[config.mk]
export PLATFORM = sky130hd
export DESIGN_NAME = msf_frame_decoder
export DESIGN_NICKNAME = d
export VERILOG_FILES = /design/src/rtl/msf_pkg.sv /design/src/rtl/msf_bcd_range_check.sv /design/src/rtl/msf_frame_decoder.sv
export SDC_FILE = /design/constraint.sdc
export NUM_CORES = 1
export LEC_CHECK = 0
export ABC_AREA = 0
export CAP_MARGIN = 0
export CORE_MARGIN = 8
export CORE_UTILIZATION = 30
export CTS_BUF_LIST = sky130_fd_sc_hd__clkbuf_2 sky130_fd_sc_hd__clkbuf_4 sky130_fd_sc_hd__clkbuf_8
export CTS_CLUSTER_DIAMETER = 150
export CTS_CLUSTER_SIZE = 24
export DETAILED_ROUTE_END_ITERATION = 16
export GPL_ROUTABILITY_DRIVEN = 1
export MAX_ROUTING_LAYER = met4
export SYNTH_ARGS = -nofsm -noshare
export SYNTH_HDL_FRONTEND = slang
export SYNTH_HIERARCHICAL = 1
export SYNTH_SLANG_ARGS = --single-unit
[constraint.sdc]
create_clock -name clk_i -period 2.65 [get_ports clk_i]
set_clock_uncertainty 0.15 [all_clocks]
set_input_delay 0.53 -clock clk_i [delete_from_list [all_inputs] [get_ports clk_i]]
set_output_delay 0.53 -clock clk_i [all_outputs]
set_load 0.03 [all_outputs]
[src/rtl/msf_pkg.sv]
// Shared definitions for the MSF time-code frame decoder.
//   - msf_state_e : decoder FSM states
//   - bit-position constants within the 60-second MSF frame
//   - marker pattern carried on A52..A59 (A52 is the MSB)
//   - msf_dbg_t   : debug view of the FSM and frame accumulators
package msf_pkg;

  typedef enum logic {
    HUNT    = 1'b0,
    COLLECT = 1'b1
  } msf_state_e;

  localparam logic [5:0] HOUR_H_FIRST = 6'd39;
  localparam logic [5:0] MIN_L_LAST   = 6'd51;
  localparam logic [5:0] PAR_HM_B     = 6'd57;
  localparam logic [5:0] MARK_FIRST   = 6'd52;
  localparam logic [5:0] MARK_LAST    = 6'd59;
  localparam logic [5:0] FRAME_LAST   = 6'd59;

  localparam logic [7:0] MARKER_PAT   = 8'b0111_1110;

  typedef struct packed {
    msf_state_e state;    // FSM state
    logic [5:0] count;    // last second received in the current frame
    logic       par;      // running parity over A39..A51 and B57
    logic       mark_ok;  // A52..A59 agree with MARKER_PAT so far
  } msf_dbg_t;

endpackage

[src/rtl/msf_bcd_range_check.sv]
// Combinational BCD range validity for an hh:mm time of day.
// Ports:
//   hour_h   in  2  BCD hour tens
//   hour_l   in  4  BCD hour units
//   minute_h in  3  BCD minute tens
//   minute_l in  4  BCD minute units
//   hhmm_ok  out 1  1 when hh is 00..23 and mm is 00..59
module msf_bcd_range_check (
  input  logic [1:0] hour_h,
  input  logic [3:0] hour_l,
  input  logic [2:0] minute_h,
  input  logic [3:0] minute_l,
  output logic       hhmm_ok
);

  logic hour_ok;
  logic minute_ok;

  // Hours 20..23 restrict the units digit further than 00..19 do.
  assign hour_ok   = (hour_h <= 2'd2) && (hour_l <= 4'd9) &&
                     !((hour_h == 2'd2) && (hour_l > 4'd3));
  assign minute_ok = (minute_h <= 3'd5) && (minute_l <= 4'd9);
  assign hhmm_ok   = hour_ok && minute_ok;

endmodule

[src/rtl/msf_frame_decoder.sv]
// MSF time-code minute assembler.
// Collects one classified symbol per second, validates the completed frame
// (second count, A52..A59 marker pattern, 57B odd parity, BCD ranges) and, on
// the minute marker closing a good frame, presents hh:mm:00 with a load pulse.
//
// Handshake: sym_valid_i is a single-cycle strobe with no back-pressure; the
// symbol fields are sampled only in that cycle. load_o / frame_err_o are
// single-cycle pulses one cycle after the closing strobe; the *_load_o values
// are valid while load_o is high and hold until the next good frame.
//
// Ports:
//   clk_i, rst_i             clock, synchronous active-high reset
//   sym_valid_i              symbol strobe (one per second)
//   sym_minute_i             symbol is the minute marker
//   sym_a_i, sym_b_i         A/B bits of a non-marker symbol
//   load_o                   good frame closed, load values valid
//   hour_h/l_load_o          BCD hour tens/units
//   minute_h/l_load_o        BCD minute tens/units
//   second_h/l_load_o        always 0 (load happens at second 00)
//   locked_o                 last closed frame was good
//   frame_err_o              frame rejected
//   dbg_o                    FSM state and frame accumulators
module msf_frame_decoder
  import msf_pkg::*;
#(
  parameter bit CHECK_PARITY = 1'b1,
  parameter bit CHECK_MARKER = 1'b1
) (
  input  logic       clk_i,
  input  logic       rst_i,
  input  logic       sym_valid_i,
  input  logic       sym_minute_i,
  input  logic       sym_a_i,
  input  logic       sym_b_i,
  output logic       load_o,
  output logic [1:0] hour_h_load_o,
  output logic [3:0] hour_l_load_o,
  output logic [2:0] minute_h_load_o,
  output logic [3:0] minute_l_load_o,
  output logic [2:0] second_h_load_o,
  output logic [3:0] second_l_load_o,
  output logic       locked_o,
  output logic       frame_err_o,
  output msf_dbg_t   dbg_o
);

  msf_state_e  state_q, state_d;
  logic [5:0]  count_q, count_d;
  logic [12:0] hm_sr_q;
  logic        par_q;
  logic        mark_ok_q;

  logic        data_stb;
  logic        marker_stb;
  logic [5:0]  pos;
  logic        in_hm;
  logic        in_mark;
  logic [5:0]  mark_off;
  logic [2:0]  mark_idx;
  logic        bcd_ok;
  logic        frame_ok;

  logic        do_load;
  logic        do_err;
  logic        clear_frame;
  logic        capture;

  assign data_stb   = sym_valid_i && !sym_minute_i;
  assign marker_stb = sym_valid_i &&  sym_minute_i;

  // Second number of the symbol currently being strobed.
  assign pos      = count_q + 6'd1;
  assign in_hm    = (pos >= HOUR_H_FIRST) && (pos <= MIN_L_LAST);
  assign in_mark  = (pos >= MARK_FIRST) && (pos <= MARK_LAST);
  // A52 maps to MARKER_PAT[7], A59 to MARKER_PAT[0].
  assign mark_off = MARK_LAST - pos;
  assign mark_idx = mark_off[2:0];

  // Shift register holds A39..A51 with A39 at bit 12.
  msf_bcd_range_check u_range (
    .hour_h   (hm_sr_q[12:11]),
    .hour_l   (hm_sr_q[10:7]),
    .minute_h (hm_sr_q[6:4]),
    .minute_l (hm_sr_q[3:0]),
    .hhmm_ok  (bcd_ok)
  );

  assign frame_ok = (count_q == FRAME_LAST) && bcd_ok &&
                    (par_q || !CHECK_PARITY) &&
                    (mark_ok_q || !CHECK_MARKER);

  // FSM state register
  always_ff @(posedge clk_i) begin
    if (rst_i) begin
      state_q <= HUNT;
      count_q <= 6'd0;
    end else begin
      state_q <= state_d;
      count_q <= count_d;
    end
  end

  // FSM next state and per-strobe actions
  always_comb begin
    state_d     = state_q;
    count_d     = count_q;
    do_load     = 1'b0;
    do_err      = 1'b0;
    clear_frame = 1'b0;
    capture     = 1'b0;
    case (state_q)
      HUNT: begin
        if (marker_stb) begin
          state_d     = COLLECT;
          count_d     = 6'd0;
          clear_frame = 1'b1;
        end
      end
      COLLECT: begin
        if (marker_stb) begin
          // Every marker resyncs, whatever the verdict on the frame it closes.
          count_d     = 6'd0;
          clear_frame = 1'b1;
          if (frame_ok) do_load = 1'b1;
          else          do_err  = 1'b1;
        end else if (data_stb) begin
          if (count_q == FRAME_LAST) begin
            // A 60th data symbol means the marker was missed.
            state_d     = HUNT;
            count_d     = 6'd0;
            clear_frame = 1'b1;
            do_err      = 1'b1;
          end else begin
            count_d = pos;
            capture = 1'b1;
          end
        end
      end
      default: state_d = HUNT;
    endcase
  end

  // Frame accumulators and output registers
  always_ff @(posedge clk_i) begin
    if (rst_i) begin
      hm_sr_q         <= 13'd0;
      par_q           <= 1'b0;
      mark_ok_q       <= 1'b1;
      load_o          <= 1'b0;
      frame_err_o     <= 1'b0;
      locked_o        <= 1'b0;
      hour_h_load_o   <= 2'd0;
      hour_l_load_o   <= 4'd0;
      minute_h_load_o <= 3'd0;
      minute_l_load_o <= 4'd0;
    end else begin
      load_o      <= do_load;
      frame_err_o <= do_err;

      if (clear_frame) begin
        hm_sr_q   <= 13'd0;
        par_q     <= 1'b0;
        mark_ok_q <= 1'b1;
      end else if (capture) begin
        if (in_hm) hm_sr_q <= {hm_sr_q[11:0], sym_a_i};
        par_q <= par_q ^ (in_hm && sym_a_i) ^ ((pos == PAR_HM_B) && sym_b_i);
        if (in_mark && (sym_a_i != MARKER_PAT[mark_idx])) mark_ok_q <= 1'b0;
      end

      if (do_load) begin
        locked_o        <= 1'b1;
        hour_h_load_o   <= hm_sr_q[12:11];
        hour_l_load_o   <= hm_sr_q[10:7];
        minute_h_load_o <= hm_sr_q[6:4];
        minute_l_load_o <= hm_sr_q[3:0];
      end else if (do_err) begin
        locked_o <= 1'b0;
      end
    end
  end

  assign second_h_load_o = 3'd0;
  assign second_l_load_o = 4'd0;

  assign dbg_o = '{state: state_q, count: count_q, par: par_q, mark_ok: mark_ok_q};

endmodule
==> impl_metrics.csv, run 1 <==
group,metric,value,unit
worst_hold_path,holdCritStartpoint,"hour_h_load_o[1]",
global_routing,track_usage,0.0948,
floorplan,die_area,8860,um^2
sta,rsz0062_at_grt,"false",
detailed_routing,drt_iter0_markers,104,
yosys,ys_types,42,
layout,antenna_cells,0,
layout,fillerInstances,618,
layout,syn_to_final_growth,24.5,%
yosys,async_flop_share,0,
clock_tree,cts_setup_buffers,0,
floorplan,core,5920,um^2
detailed_routing,wire_per_inst,12.5,um
yosys,synth_edf_count,0,
placement,dpl.hpwl,2970,um
clock_tree,clkSlewWorstSetupHoldPaths,0.07,ns
global_routing,grt_max_degree,24,
critical_path,critPathLaunchType,"flip-flop",
sta,hold_viol,0,
sta,drv_slew,0,
critical_path,worst-setup-path-type,"reg -> reg",
placement,dpl.cell_count,314,
power,peakVddDrop,0.000291,V
sta,setup_viol,0,
yosys,ys_seq_elements,38,
clock_tree,ctsHoldBuffers,0,
sta,finalSetupTns,0,ns
clock_tree,numCtsBuffers,5,
sta,hold_slack,0.303,ns
floorplan,initial_utilization,0.309,
floorplan,std_cell_rows,28,
detailed_routing,drt_wl_total,4020,um
floorplan,die-width,94.1,um
sta,timing.final.crit_share,0.875,
layout,stdcell_count,321,
detailed_routing,route.vias.total,1472,
clock_tree,cts_tree,"built",
yosys,yosysWarningCount,6,
critical_path,r2r_end,"hm_sr_q[7]",
yosys,netlist_instances,216,
layout,multi_input_area,931,um^2
floorplan,io_pins,38,
layout,final_cell_mix,"nand2_1 (39), dfxtp_1 (38), clkdlybuf4s50_1 (30)",
power,p_leak,0.000888,uW
clock_tree,cts_sinks,38,
yosys,synthFlopType,"dfxtp_1",
detailed_routing,ant_nets,0,
clock_tree,cts-root-buf,"clkbuf_8",
placement,gp_congestion,0.834,
global_routing,gr-total-overflow,0,
critical_path,endpoint,"hm_sr_q[7]",
yosys,seq_area_frac_synth,0.415,
global_routing,grt_pass1_vias,1374,
detailed_routing,via_per_inst,4.59,
sta,fin_ws,0.330,ns
floorplan,die_height,94.1,um
critical_path,worst_r2r_path_depth,7,
power,power_density,497,nW/um^2
detailed_routing,dr.pass1.iters,4,
critical_path,end_kind,"flip-flop",
clock_tree,cts_resized,0,
yosys,synth_area_per_cell,8.48,um^2
layout,nNetsFinal,255,
critical_path,critPathLaunch,"count_q[1]",
critical_path,cp_max_fo,13,
layout,drive_gt1_frac,0.0935,
clock_tree,cts_buffer_depth,2,
sta,clock.fmax,0.431,GHz
critical_path,cp.required,2.68,ns
global_routing,antenna_found_initial,0,
sta,min_period,2.32,ns
job,cap_violations,0,
clock_tree,insertion_delay,0.28,ns
layout,layout_commonest_cell,"nand2_1",
layout,utilization,0.385,
placement,port_buffers,30,
critical_path,worstPathArrival,2.35,ns
worst_hold_path,hp-class,"reg -> reg",
critical_path,r2r_start,"count_q[1]",
global_routing,grt_pass1_wl,6530,um
layout,final-seq-area,761,um^2
placement,place_ws,0.216,ns
detailed_routing,drc_errors,0,
run_status,status,"finished, final reports clean",
yosys,synth.cell_area,1830,um^2
clock_tree,cts-htree-levels,2,
critical_path,reg2reg_slack,0.33,ns
## metrics by stage
stage	total power [uW]	area, um^2
detailed placement	653	2170
CTS	1150	2280
global placement	653	2170
finish	1130	2280
floorplan	636	1850
global route	1170	2280
## state kept, by name, summed over array words and instances, names as in the netlist, 2 cells and up
signal,count
minute_h_load_o,3
count_q,6
minute_l_load_o,4
hm_sr_q,13
hour_l_load_o,4
hour_h_load_o,2
## layer usage
metal / up-vias / wire length (um) / global-route usage
met4: 0 / 65 / 0.0396
met2: 36 / 1790 / 0.142
met3: 4 / 314 / 0.0264
met1: 662 / 1850 / 0.116
met5: - / 0 / -
li1: 770 / - / -
## cells in the mapped netlist (3+ instances only)
library cell   n  area share
nand2_1       39       0.080
dfxtp_1       38        0.42
nor2_1        26       0.053
a21oi_1       21       0.057
mux2i_1       12       0.066
buf_4         11       0.045
inv_1          6       0.012
nand3_1        5       0.014
o21ai_0        5       0.014
buf_2          4       0.011
clkbuf_1       4      0.0082
a22oi_1        3       0.012
ha_1           3       0.020
nand4_1        3       0.010
xor2_1         3       0.014
## layout make-up
class | count | area share
multi-input cells | 157 | 0.408
inverters | 6 | 0.00987
well taps | 75 | 0.0411
flip-flops and latches | 38 | 0.334
clock inverters | 1 | 0.0132
repair buffers | 38 | 0.158
clock buffers | 6 | 0.0362
## critical path: stages, from the launching register on
cell	delay (ns)
dfxtp_1	0.44
ha_1	0.39
nand3_1	0.21
nor3b_1	0.37
a31oi_4	0.08
nand4_4	0.27
mux2i_1	0.24
nor2_1	0.05
## how the worst min path moves through the flow
stage / slack [ns] / depth (start not counted) / endpoint
finish: 0.30 / 2 / hour_h_load_o[1]
global route: 0.32 / 2 / minute_h_load_o[2]
CTS: 0.31 / 2 / hour_h_load_o[1]
detailed placement: 0.30 / 2 / hour_h_load_o[1]
global placement: 0.29 / 2 / hour_h_load_o[1]
floorplan: 0.29 / 2 / hour_l_load_o[0]
## power breakdown
part | total, uW | internal [uW] | switching (uW)
logic | 64.6 | 21.5 | 43.1
registers | 575 | 573 | 2.30
clock network | 495 | 301 | 194
total | 1130 | 895 | 239
## cells by family (layout without fill, tap and decap cells)
| family | after synthesis | count (layout) | synth area share |
|---|---|---|---|
| AOI/OAI and AO/OA | 41 | 41 | 0.139 |
| xor gates and xnor gates | 6 | 6 | 0.0328 |
| adders and majority gates | 4 | 4 | 0.0260 |
| buffers and inverters | 27 | 51 | 0.0888 |
| DFF | 38 | 38 | 0.415 |
| muxes | 12 | 12 | 0.0656 |
| other | 1 | 7 | 0.00205 |
| and+or+nand+nor | 87 | 87 | 0.230 |
No activity file was read; power rests on OpenSTA's default activity.
==> inputs of run 2 (changes only) <==
--- a/config.mk
+++ b/config.mk
@@ -6,7 +6,7 @@
 export NUM_CORES = 1
 export LEC_CHECK = 0
 export ABC_AREA = 0
-export CAP_MARGIN = 0
+export CAP_MARGIN = 5
 export CORE_MARGIN = 8
 export CORE_UTILIZATION = 30
 export CTS_BUF_LIST = sky130_fd_sc_hd__clkbuf_2 sky130_fd_sc_hd__clkbuf_4 sky130_fd_sc_hd__clkbuf_8
==> results of run 2 <==
Same layout as run 1: the final DEF is identical, and so are final timing and power.
==> inputs of run 3 (changes only) <==
--- a/config.mk
+++ b/config.mk
@@ -15,6 +15,8 @@
 export DETAILED_ROUTE_END_ITERATION = 16
 export GPL_ROUTABILITY_DRIVEN = 1
 export MAX_ROUTING_LAYER = met4
+export RECOVER_POWER = 50
+export REMOVE_ABC_BUFFERS = 1
 export SYNTH_ARGS = -nofsm -noshare
 export SYNTH_HDL_FRONTEND = slang
 export SYNTH_HIERARCHICAL = 1
==> run 3 against run 2 <==
  * Total power down 7.3%
  * Global-route usage rose by 0.13 points
  * Combinational power down 3.4%
  * Critical path depth stayed put
  * Critical endpoint is now hm_sr_q[9]
  * Final cell count up 0.31%
  * Maximum frequency barely moved
==> impl_metrics.csv, run 3 (same netlist as run 1, synthesis figures left out) <==
group,metric,value,unit
run_status,status,"finished, final reports clean",
power,power_density,469,nW/um^2
power,p_int,801,uW
critical_path,end_kind,"flip-flop",
power,seqPwrFrac,0.546,
detailed_routing,dr.pass1.iters,4,
sta,hold_viol,0,
power,power.total,1050,uW
critical_path,cp.required,2.68,ns
critical_path,worst-setup-path-type,"reg -> reg",
power,switching_share,0.239,
clock_tree,numCtsBuffers,5,
critical_path,critPathLaunchType,"flip-flop",
power,combinationalPowerShare,0.059,
critical_path,cpLargestDelayFamily,"simple AND/OR/NAND/NOR gates",
detailed_routing,via_per_inst,4.55,
sta,rsz0062_at_grt,"false",
sta,max-slew-margin-rel,0.650,
power,p_leak,0.000944,uW
layout,utilization,0.379,
layout,nNetsFinal,255,
placement,gp_congestion,0.790,
clock_tree,cts_buffer_depth,2,
critical_path,worst_r2r_path_depth,7,
power,clkPwrFrac,0.395,
layout,layout_commonest_cell,"nand2_1",
floorplan,std_cell_rows,28,
power,peakVddDrop,0.000397,V
floorplan,core,5920,um^2
sta,min_period,2.32,ns
clock_tree,cts_sinks,38,
global_routing,gr-total-overflow,0,
global_routing,grt_max_degree,24,
layout,regMostFlops,"hm_sr_q",
layout,antenna_cells,0,
clock_tree,cts-root-buf,"clkbuf_8",
detailed_routing,ant_nets,0,
sta,clock.fmax,0.431,GHz
sta,max_slew.worst_pin.slew,0.520,ns
floorplan,die_area,8860,um^2
critical_path,worstPathArrival,2.35,ns
clock_tree,clkSlewWorstSetupHoldPaths,0.08,ns
placement,dpl.hpwl,2900,um
layout,largestRegisters,"hm_sr_q: 13 flops, count_q: 6 flops",
critical_path,cp_max_fo,13,
power,power_switching,251,uW
clock_tree,insertion_delay,0.28,ns
layout,largest_register_ff_count,13,
sta,hold_slack,0.302,ns
sta,finalSetupTns,0,ns
critical_path,worst-path-buf-inv,0,
detailed_routing,drt_wl_total,3930,um
global_routing,antenna_found_initial,0,
critical_path,crit_path_cell_trace,"ha_1 > nand3_1 > nor3b_1 > a31oi_4 > nand4_4 > mux2i_1 > nor2_1",
clock_tree,cts_tree,"built",
global_routing,grt_pass1_vias,1383,
floorplan,initial_utilization,0.309,
clock_tree,cts_resized,0,
sta,timing.final.crit_share,0.875,
sta,setup_viol,0,
global_routing,grt_pass1_wl,6710,um
sta,drv_slew,0,
layout,syn_to_final_growth,22.5,%
clock_tree,cts-htree-levels,2,
global_routing,track_usage,0.0961,
worst_hold_path,hold_depth,2,
floorplan,io_pins,38,
detailed_routing,drt_iter0_markers,61,
job,cap_violations,0,
worst_hold_path,hp-class,"reg -> reg",
layout,drive_gt1_frac,0.0850,
detailed_routing,wire_per_inst,12.2,um
floorplan,die_height,94.1,um
clock_tree,ctsHoldBuffers,0,
detailed_routing,route.vias.total,1466,
critical_path,cpPeakStageDelay,0.43,ns
critical_path,critPathSlowestCell,"dfxtp_1",
floorplan,die-width,94.1,um
layout,final_cell_mix,"nand2_1 (39), dfxtp_1 (38), nor2_1 (26)",
placement,port_buffers,30,
detailed_routing,drc_errors,0,
clock_tree,cts_setup_buffers,0,
critical_path,cp_num_cells,7,
-- run 3: cell types whose count changed in the layout (fill, tap and decap cells not counted), sizes merged --
cell           delta
clkdlybuf4s50    -23
dlygate4sd3      +23
buf               -3
clkbuf            +3
bufinv            -1
clkinv            +1
clkinvlp          +1
-- run 3: layout make-up --
class                      instances  area [um^2]
inverter                           6         22.5
clock inverter                     2         12.5
clock buffer                       6         82.6
timing repair buffer              38          352
sequential                        38          761
tap                               75         93.8
fill                             618         3680
multi-input combinational        157          921
-- run 3: worst register-to-register path: stages (launching register included) --
cell and delay (ns):
dfxtp_1 0.43, ha_1 0.38, nand3_1 0.22, nor3b_1 0.38
a31oi_4 0.09, nand4_4 0.27, mux2i_1 0.24, nor2_1 0.05
-- run 3: power groups by stage --
stage	registers [uW]	clock network (uW)	logic, uW
finish	574	415	62.4
global route	575	460	68.7
CTS	574	433	64.1
detailed placement	588	0	63.5
global placement	588	0	63.8
floorplan	591	0	29.1
-- run 3: per-stage QoR --
| stage | cell area, um^2 | setup WS, ns | instances |
|---|---|---|---|
| after CTS | 2260 | 0.267 | 322 |
| after global routing | 2240 | 0.0773 | 322 |
| after floorplan | 1710 | 0.211 | 201 |
| after global placement | 2170 | 0.264 | 314 |
| final | 2240 | 0.332 | 322 |
| after detailed placement | 2170 | 0.208 | 314 |
-- run 3: metal layers --
layer	routed length (um)	part of all wire	GRT usage
met5	0	0	-
met4	31	0.0079	0.0317
met3	236	0.060	0.0296
met2	1740	0.44	0.143
met1	1920	0.49	0.120
-- run 3: worst paths after layout --
path	endpoint	start	slack, ns
worst min register to register	hour_l_load_o[1]	hour_l_load_o[1]	0.30
worst max-delay path	hm_sr_q[9]	count_q[1]	0.33
worst max register to register	hm_sr_q[9]	count_q[1]	0.33
worst min-delay path	hour_l_load_o[1]	hour_l_load_o[1]	0.30
